**src/rtl/mem_arbiter.sv**
```systemverilog
// Two-port round-robin arbiter in front of a synchronous RAM and an LED register.
// Each grant is a fixed three-cycle transaction: IDLE (grant) -> ACCESS -> RESP (ack).
module mem_arbiter #(
  parameter int AW = 16,
  parameter int DW = 16
) (
  input  logic          Clock,
  input  logic          Resetn,
  input  logic          p0_req,
  input  logic          p1_req,
  input  logic          p0_we,
  input  logic          p1_we,
  input  logic [AW-1:0] p0_addr,
  input  logic [AW-1:0] p1_addr,
  input  logic [DW-1:0] p0_wdata,
  input  logic [DW-1:0] p1_wdata,
  output logic          p0_ack,
  output logic          p1_ack,
  output logic [DW-1:0] p0_rdata,
  output logic [DW-1:0] p1_rdata,
  output logic [AW-1:0] mem_addr,
  output logic [DW-1:0] mem_data,
  output logic          mem_wren,
  input  logic [DW-1:0] mem_q,
  output logic          led_wr,
  output logic [DW-1:0] led_data,
  output logic          busy,
  output logic          owner
);

  typedef enum logic [1:0] {
    IDLE   = 2'd0,
    ACCESS = 2'd1,
    RESP   = 2'd2
  } state_t;

  state_t          r_state;
  state_t          w_state_next;
  logic            r_owner;
  logic            r_we;
  logic [AW-1:0]   r_addr;
  logic [DW-1:0]   r_wdata;

  logic            w_grant;
  logic            w_sel;
  logic [3:0]      w_region;
  logic            w_access;
  logic            w_resp;
  logic [DW-1:0]   w_rdata;

  always_comb begin
    w_state_next = r_state;
    w_grant      = 1'b0;
    w_sel        = r_owner;
    case (r_state)
      IDLE: begin
        if (p0_req || p1_req) begin
          w_grant      = 1'b1;
          // On a tie the requester that did not win last time goes first.
          w_sel        = (p0_req && p1_req) ? ~r_owner : p1_req;
          w_state_next = ACCESS;
        end
      end
      ACCESS:  w_state_next = RESP;
      RESP:    w_state_next = IDLE;
      default: w_state_next = IDLE;
    endcase
  end

  always_ff @(posedge Clock) begin
    if (!Resetn) begin
      r_state <= IDLE;
      r_owner <= 1'b1;
      r_we    <= 1'b0;
      r_addr  <= '0;
      r_wdata <= '0;
    end else begin
      r_state <= w_state_next;
      if (w_grant) begin
        r_owner <= w_sel;
        r_we    <= w_sel ? p1_we    : p0_we;
        r_addr  <= w_sel ? p1_addr  : p0_addr;
        r_wdata <= w_sel ? p1_wdata : p0_wdata;
      end
    end
  end

  // Strobes are qualified by Resetn so a reset landing mid-transaction writes and acks nothing.
  assign w_region = r_addr[AW-1:AW-4];
  assign w_access = (r_state == ACCESS) && Resetn;
  assign w_resp   = (r_state == RESP) && Resetn;

  assign mem_addr = r_addr;
  assign mem_data = r_wdata;
  assign mem_wren = w_access && r_we && (w_region == 4'h0);
  assign led_wr   = w_access && r_we && (w_region == 4'h1);
  assign led_data = r_wdata;

  assign w_rdata  = (w_resp && !r_we && (w_region == 4'h0)) ? mem_q : '0;
  assign p0_ack   = w_resp && !r_owner;
  assign p1_ack   = w_resp && r_owner;
  assign p0_rdata = r_owner ? '0 : w_rdata;
  assign p1_rdata = r_owner ? w_rdata : '0;

  assign busy  = (r_state != IDLE);
  assign owner = r_owner;

endmodule

```
**config.mk**
```make
export PLATFORM = sky130hd
export DESIGN_NAME = mem_arbiter
export DESIGN_NICKNAME = d
export VERILOG_FILES = /design/src/rtl/mem_arbiter.sv
export SDC_FILE = /design/constraint.sdc
export NUM_CORES = 1
export LEC_CHECK = 0
export ABC_AREA = 1
export CELL_PAD_IN_SITES_DETAIL_PLACEMENT = 1
export CELL_PAD_IN_SITES_GLOBAL_PLACEMENT = 2
export CORE_ASPECT_RATIO = 1.1
export CORE_MARGIN = 2
export CORE_UTILIZATION = 18
export CTS_BUF_LIST = sky130_fd_sc_hd__clkbuf_8
export CTS_CLUSTER_DIAMETER = 50
export CTS_CLUSTER_SIZE = 10
export DETAILED_ROUTE_END_ITERATION = 12
export GPL_ROUTABILITY_DRIVEN = 0
export PLACE_DENSITY_LB_ADDON = 0.1
export SYNTH_ARGS = -nofsm -noshare
export SYNTH_HDL_FRONTEND = slang
export SYNTH_SLANG_ARGS = --single-unit
export TNS_END_PERCENT = 20
```
**constraint.sdc**
```tcl
create_clock -name Clock -period 1.4 [get_ports Clock]
set_input_delay 0.28 -clock Clock [delete_from_list [all_inputs] [get_ports Clock]]
set_output_delay 0.28 -clock Clock [all_outputs]
set_load 0.1 [all_outputs]
```
Yosys cells after proc, flatten, opt, wreduce, memory -nomap -nowiden
Index checks and enable logic that the tools add are counted.

Bits of input ports: 86. Register bits after elaboration: 36.

Bitwise gates (word level): 1. Equality and inequality tests: 4. Reduce and logical (&&, ||, !) cells: 16. Muxes and demuxes: 13.

Operators with widths (count): 16-bit 2-to-1 mux (5); 1-bit logical AND (10); 1-bit 2-to-1 mux (6); 4-bit by 1-bit == test with 1-bit output, second input constant (1); 4-bit logical NOT (1); 2-bit one-hot mux with 2 select lines (1); 2-bit by 1-bit == test with 1-bit output, second input constant (1); 2-bit == test, second input constant (1); 1-bit logical NOT (2); 2-bit logical NOT (1); 2-bit 2-to-1 mux (1); 2-bit != test, second input constant (1); 2-bit nonzero test (1); 1-bit logical OR (1); 1-bit NOT (1).

Longest topological paths before layout
Gate-level depths: netlist (run 1).

Depth after elaboration: 6. Mapped depth: 8. Depth with buffers taken out: 7.

Worst setup path after synthesis (run 1)
No wires, ideal clock.

Kind: reg2out. Start: register r_owner (netlist: owner). End: output p1_rdata[10]. Setup slack: -2.453 ns. Path buffers: 1. Arrival: 3.573 ns. Cell stages (with the launch flop): 4. Path through: dfxtp_1 inv_2 clkbuf_1 nor3_1.

Cells in the longest elaborated chain, start to end: 1.

RTL lines: from (decl) (RTL line 39) `logic r_owner;`; from (signal assigned) (RTL line 80) `r_owner <= w_sel;`; 16-bit 2-to-1 mux (RTL line 103) `assign p1_rdata = r_owner ? w_rdata : '0;`; to (decl) (RTL line 20) `output logic [DW-1:0] p1_rdata,`.

Every way passes these cells.

Worst setup path in the final report (run 1)
Start: register r_addr[13] (netlist: mem_addr[13]). End: output p1_rdata[3].

Cells in the longest elaborated chain, start to end: 4.

RTL lines: from (decl) (RTL line 41) `logic [AW-1:0] r_addr;`; from (signal assigned) (RTL line 82) `r_addr <= w_sel ? p1_addr : p0_addr;`; 4-bit logical NOT (RTL line 99) `assign w_rdata = (w_resp && !r_we && (w_region == 4'h0)) ? mem_q : '0;`; 1-bit logical AND (RTL line 99); 16-bit 2-to-1 mux (RTL line 99); 16-bit 2-to-1 mux (RTL line 103).

Every way passes these cells.

==> summary.txt, run 1 <==
STA
  – Final hold vios: 0
  – Setup Skew: 0.00817 ns
  – Setup_tns: -18.29 ns
  – Unrepaired setup endpoints after global routing: yes
  – Final period utilization: 135%
  – FMAX: 527 MHz
  – Relative slew margins: 72.0%
  – Fin. max-slew vios: 0
  – Measured slew at the worst slew-check pin: 0.420 ns
  – Final setup fails: 71
  – Final worst slack: -0.496 ns
  – Min cycle time layout: 1.90 ns

Yosys
  – Synth warn: 0
  – Syn Area/Cell: 6.77 um2
  – Post-synth top area cell: dfxtp_1
  – Netlist cell types: 19
  – Top cells by area, synth: dfxtp_1 28%, nand3_1 15%, nand3_2 10%, nor2_1 9.1%, inv_1 8.1%
  – Cell count after synthesis: 384
  – Syn nets: 470
  – Synth top area share: 27.7%
  – Seq cells post-synth: 36
  – Area of the mapped netlist: 0.00260 mm2
  – Sequential fraction of the synthesis area: 27.7%

Routing
  – DRC: 0
  – DRT antenna net count: 0
  – Via count: 3141
  – Drt total wl: 11400 um
  – First DRT Iteration DRCs: 106
  – Via density: 4.13
  – Wire per inst: 15.0 um
  – Detailed Routing Iterations Pass 1: 4

Global routing
  – Total Routing Usage GR: 14.7%
  – Initial antenna violation count: 0
  – First-pass GRT wire length: 17800 um
  – Pin count of the biggest net entering global routing: 35
  – Total global routing overflow: 0
  – Vias in the first global route: 3237

Power and ir drop
  – Power Dens Cells: 962 mW/mm2
  – Overall power: 5.99 mW
  – Static leakage: 2.82 nW
  – Max rail drop VDD: 0.484 mV

Final layout
  – Syn-to-layout area delta: 139%
  – Commonest cells after routing, fill and taps aside: 100 x buf_12, 84 x clkdlybuf4s50_1, 74 x nand3_1
  – Share of cells above drive strength 1: 41.3%
  – Commonest non-fill, non-tap cell in the layout: buf_12
  – Final-stage net count: 654
  – Filler cells: 1636
  – Antenna Cells: 0

Clock network
  – Clk_lat worst skew: 0.31 ns
  – Clock sink count: 36
  – CTS clk-pin slew, worst paths: 0.09 ns
  – Root Driver: clkbuf_8
  – Cts bufs inserted: 5
  – Clk buf depth: 2
  – Post-CTS Hold Buffers: 0
  – CTS tree: done
  – H-tree levels: 2

Placement
  – Hpwl dp: 8890 um
  – Port Buffers: 171

Worst setup path
  – Worst setup path class: reg2out
  – Worst setup SP type: flop
  – WP data arrival: 1.62 ns
  – Crit path launch: mem_addr[13]
  – R2R Setup Slk: -0.10 ns
  – Crit. End Element: output port
  – Critical R2R Launch: r_state[0]
  – Worst EP required: 1.12 ns
  – Crit Path Max Fanout: 8

Die
  – Num rows: 46
  – I/O Pins: 172
  – Die area: 0.0154 mm2
  – Die Y: 130 um
  – Chip width: 119 um
  – Initial Utilization: 18.2%
  – Core Region: 0.0143 mm2

Outcome
  – Status: complete, but fails checks
  – Failing checks: negative setup slack

Run
  – Max-Cap Viols: 0

Min path
  – Hold WC Path Type: in2reg
  – Hold_sp: Resetn
[flip-flops by register name, summed over array words and instances (netlist names)]
name,flops
led_data,16
r_state,2
mem_addr,16
r_we,1
owner,1
[routing by layer]
layer	part of all wire, %	routed length, um	global-route usage (%)
met1	44	4960	18.5
met2	49	5610	24.9
met3	6.0	685	3.76
met4	1.0	117	3.99
met5	0	0	0
[cell type report]
type / instances / area, um2 / area share [%]
tap: 192 / 240 / 3.86
inverter: 58 / 228 / 3.66
timing repair buffer: 220 / 3160 / 50.7
clock inverter: 3 / 18.8 / 0.301
clock buffer: 5 / 68.8 / 1.10
multi-input combinational: 247 / 1780 / 28.5
sequential: 36 / 739 / 11.9
[power by group]
group | switching (mW) | internal (mW) | total, mW
clock network | 0.458 | 0.348 | 0.806
logic | 2.35 | 1.47 | 3.82
registers | 0.200 | 1.17 | 1.37
[metrics by stage]
stage	worst slack, ns	std cells	hold slack (ns)	instance area (um2)	util, %
6_report	-0.496	761	0.387	6230	43.6
5_1_grt	-0.589	761	0.392	6230	43.6
4_1_cts	-0.535	757	0.353	6140	43.0
3_5_place_dp	-0.653	744	0.481	5960	41.7
3_3_place_gp	-0.612	744	0.471	5960	41.7
2_1_floorplan	-0.754	384	0.363	3090	-
[worst paths after layout]
| kind | to | depth (start not counted) |
|---|---|---|
| min | owner | 2 |
| min reg2reg | r_state[1] | 2 |
| max | p1_rdata[3] | 7 |
| max reg2reg | mem_addr[15] | 8 |
[logic make-up (layout without fill, tap and decap cells)]
group	Yosys count	after routing	share of synthesized area, %
AOI/OAI and AO/OA	4	4	0.770
and+or+nand+nor	243	243	48.3
buffers and inverters	101	286	23.2
DFF	36	36	27.7
[Yosys cell counts]
master and count:
dfxtp_1 36, nand3_1 78, clkbuf_1 3, clkinv_1 1, nand3_2 26, nor3_1 35
nand2_4 4, buf_6 8, a21oi_1 4, buf_4 17, nor2_1 63, clkbuf_8 6
nand2_1 35, nand2_2 1, inv_1 56, buf_8 3, buf_2 6, nor2_4 1
inv_2 1
[worst max-delay path, stage by stage (launching register included)]
cell and delay, ns:
dfxtp_4 0.36, inv_4 0.06, nand3_4 0.08, nor2_4 0.14, nand2_8 0.11, clkbuf_16 0.19
nor3_4 0.16, buf_12 0.20
[repair_timing]
item,CTS,global route
setup buffers,5,4
resized for setup,15,10
pin swaps,10,6
cloned,0,1
setup endpoints to repair,73,73
Note: power is estimated with default switching activity, not from simulation.
==> run 2: changes to the inputs <==
--- a/config.mk
+++ b/config.mk
@@ -10,11 +10,12 @@
 export CELL_PAD_IN_SITES_GLOBAL_PLACEMENT = 2
 export CORE_ASPECT_RATIO = 1.1
 export CORE_MARGIN = 2
-export CORE_UTILIZATION = 18
+export CORE_UTILIZATION = 32
 export CTS_BUF_LIST = sky130_fd_sc_hd__clkbuf_8
 export CTS_CLUSTER_DIAMETER = 50
 export CTS_CLUSTER_SIZE = 10
 export DETAILED_ROUTE_END_ITERATION = 12
+export DONT_BUFFER_PORTS = 1
 export GPL_ROUTABILITY_DRIVEN = 0
 export PLACE_DENSITY_LB_ADDON = 0.1
 export SYNTH_ARGS = -nofsm -noshare
==> run 2 against run 1 <==
The flow still finishes with violations (negative setup slack); global-route usage rose by 8.3 points; non-clock buffer count fell by 109; sequential share of layout area rose by 3.9 points; critical path depth did not move; die area fell by 43%; count of clock-buffer cells in the layout did not move; clock skew rose by 0.0037 ns; utilization rose by 17 points; via count fell by 11%; sequential power fell by 4%; clock power fell by 13%; worst hold slack got worse by 0.31 ns; largest power group unchanged; highest routed layer unchanged.
==> summary.txt, run 2 (synthesis results as in run 1) <==
Outcome
  – Status: complete, but fails checks
  – Failing checks: negative setup slack

Clock network
  – Clk_lat worst skew: 0.29 ns
  – Clk buf depth: 2
  – CTS clk-pin slew, worst paths: 0.08 ns
  – Post-CTS Hold Buffers: 0
  – Root Driver: clkbuf_8
  – Clock sink count: 36
  – CTS tree: done
  – H-tree levels: 2
  – Cts bufs inserted: 5

Run
  – Max-Cap Viols: 0

Power and ir drop
  – Max rail drop VDD: 0.487 mV
  – Power Internal: 2.49 mW
  – Static leakage: 2.29 nW
  – Switch Pwr: 2.80 mW
  – Combinational fraction of design power: 61.9%
  – Switching fraction of total power: 53.0%
  – Power Dens Cells: 1100 mW/mm2
  – Sequential fraction of design power: 24.8%
  – Clock power share: 13.3%

Final layout
  – Share of cells above drive strength 1: 47.6%
  – Antenna Cells: 0
  – Syn-to-layout area delta: 84.4%
  – Final-stage net count: 545
  – Final Non-Filler Cells: 568
  – Post-layout instance area: 0.00480 mm2
  – Filler cells: 901
  – Commonest cells after routing, fill and taps aside: 76 x nand3_1, 76 x buf_12, 59 x nor2_1

Die
  – Die area: 0.00887 mm2
  – Num rows: 34
  – Die Y: 98.6 um
  – I/O Pins: 172
  – Core Region: 0.00791 mm2
  – Chip width: 90.0 um
  – Initial Utilization: 32.9%

Min path
  – Worst hold stages: 1
  – Hold EP: owner
  – Hold_sp: Resetn
  – Hold WC Path Type: in2reg

STA
  – Final period utilization: 138%
  – Fin. max-slew vios: 0
  – FMAX: 518 MHz
  – Unrepaired setup endpoints after global routing: yes
  – Setup_tns: -19.10 ns
  – Final setup fails: 71
  – Min cycle time layout: 1.93 ns
  – Measured slew at the worst slew-check pin: 0.387 ns
  – Setup Skew: 0.0118 ns
  – Final hold vios: 0
  – Relative slew margins: 74.2%
  – Final worst slack: -0.532 ns

Worst setup path
  – Worst setup SP type: flop
  – R2R Setup Slk: -0.14 ns
  – WP data arrival: 1.65 ns
  – Worst R2R Path Depth: 8
  – Worst r2r dst: led_data[3]
  – Worst setup path class: reg2out
  – Crit Path Max Fanout: 10
  – Critical R2R Launch: r_state[0]
  – Crit. End Element: output port
  – Worst EP required: 1.12 ns

Placement
  – Worst slack, placed: -0.261 ns
  – Placement Cell Area: 0.00455 mm2
  – Port Buffers: 0
  – Placed insts: 551
  – Hpwl dp: 8130 um

Routing
  – Drt total wl: 10200 um
  – DRT antenna net count: 0
  – DRC: 0
  – Via count: 2798
  – Wire per inst: 18.0 um
  – Detailed Routing Iterations Pass 1: 4
  – First DRT Iteration DRCs: 60
  – Via density: 4.93

Global routing
  – Initial antenna violation count: 0
  – First-pass GRT wire length: 16100 um
  – Total global routing overflow: 0
  – Pin count of the biggest net entering global routing: 35
  – Vias in the first global route: 2948
  – Total Routing Usage GR: 23.0%
==> run 2: layout make-up <==
cell class | instances | area [um2] | share of cell area (%)
Inverter | 58 | 228 | 4.75
Multi-Input combinational cell | 247 | 1740 | 36.2
Sequential cell | 36 | 758 | 15.8
Clock inverter | 3 | 12.5 | 0.261
Timing Repair Buffer | 111 | 1860 | 38.7
Tap cell | 108 | 135 | 2.82
Clock buffer | 5 | 68.8 | 1.43
==> run 2: worst max-delay path by stage <==
stage / cells past startpoint / start / slack (ns) / endpoint
global route: 7 / mem_addr[15] / -0.59 / p0_rdata[13]
detailed placement: 7 / r_state[0] / -0.26 / p0_rdata[13]
floorplan: 6 / mem_addr[15] / -0.75 / p0_rdata[0]
global placement: 7 / r_state[0] / -0.13 / p0_rdata[10]
CTS: 7 / mem_addr[14] / -0.51 / p0_rdata[13]
finish: 7 / mem_addr[15] / -0.53 / p0_rdata[13]
==> run 2: stage by stage <==
step	hold WS, ns	total power, mW	util, %
after floorplan	0.363	3.73	-
after global placement	0.370	4.47	57.5
after detailed placement	0.379	4.53	57.5
after CTS	0.0715	5.30	60.1
after global routing	0.0772	5.55	60.6
final	0.0761	5.29	60.6
==> run 2: what timing repair did <==
item | in CTS | in global routing
pin swaps | 4 | 3
setup buffers | 7 | 1
resized for setup | 11 | 6
endpoints found under the setup margin | 71 | 71
cloned | 1 | 0
==> run 2: worst max-delay path, cell delays in order, from the launching register on <==
cell     delay, ns
dfxtp_4       0.35
inv_4         0.07
nand3_4       0.10
nor2_4        0.15
nand2_8       0.11
buf_12        0.18
nor3_4        0.19
buf_12        0.21
==> run 2: power groups by stage <==
stage	Sequential, mW	Combinational (mW)	Clock (mW)
final	1.31	3.27	0.701
after global routing	1.33	3.44	0.781
after CTS	1.31	3.26	0.732
after detailed placement	1.33	3.20	0
after global placement	1.32	3.15	0
after floorplan	2.20	1.53	0
==> run 2: metal layers <==
layer,vias to the layer above,part of all wire [%],track usage (%)
met3,17,6.8,6.35
met5,-,0,0
met1,1316,36,24.0
met2,111,56,44.9
li1,1354,-,-
met4,0,2.0,6.75
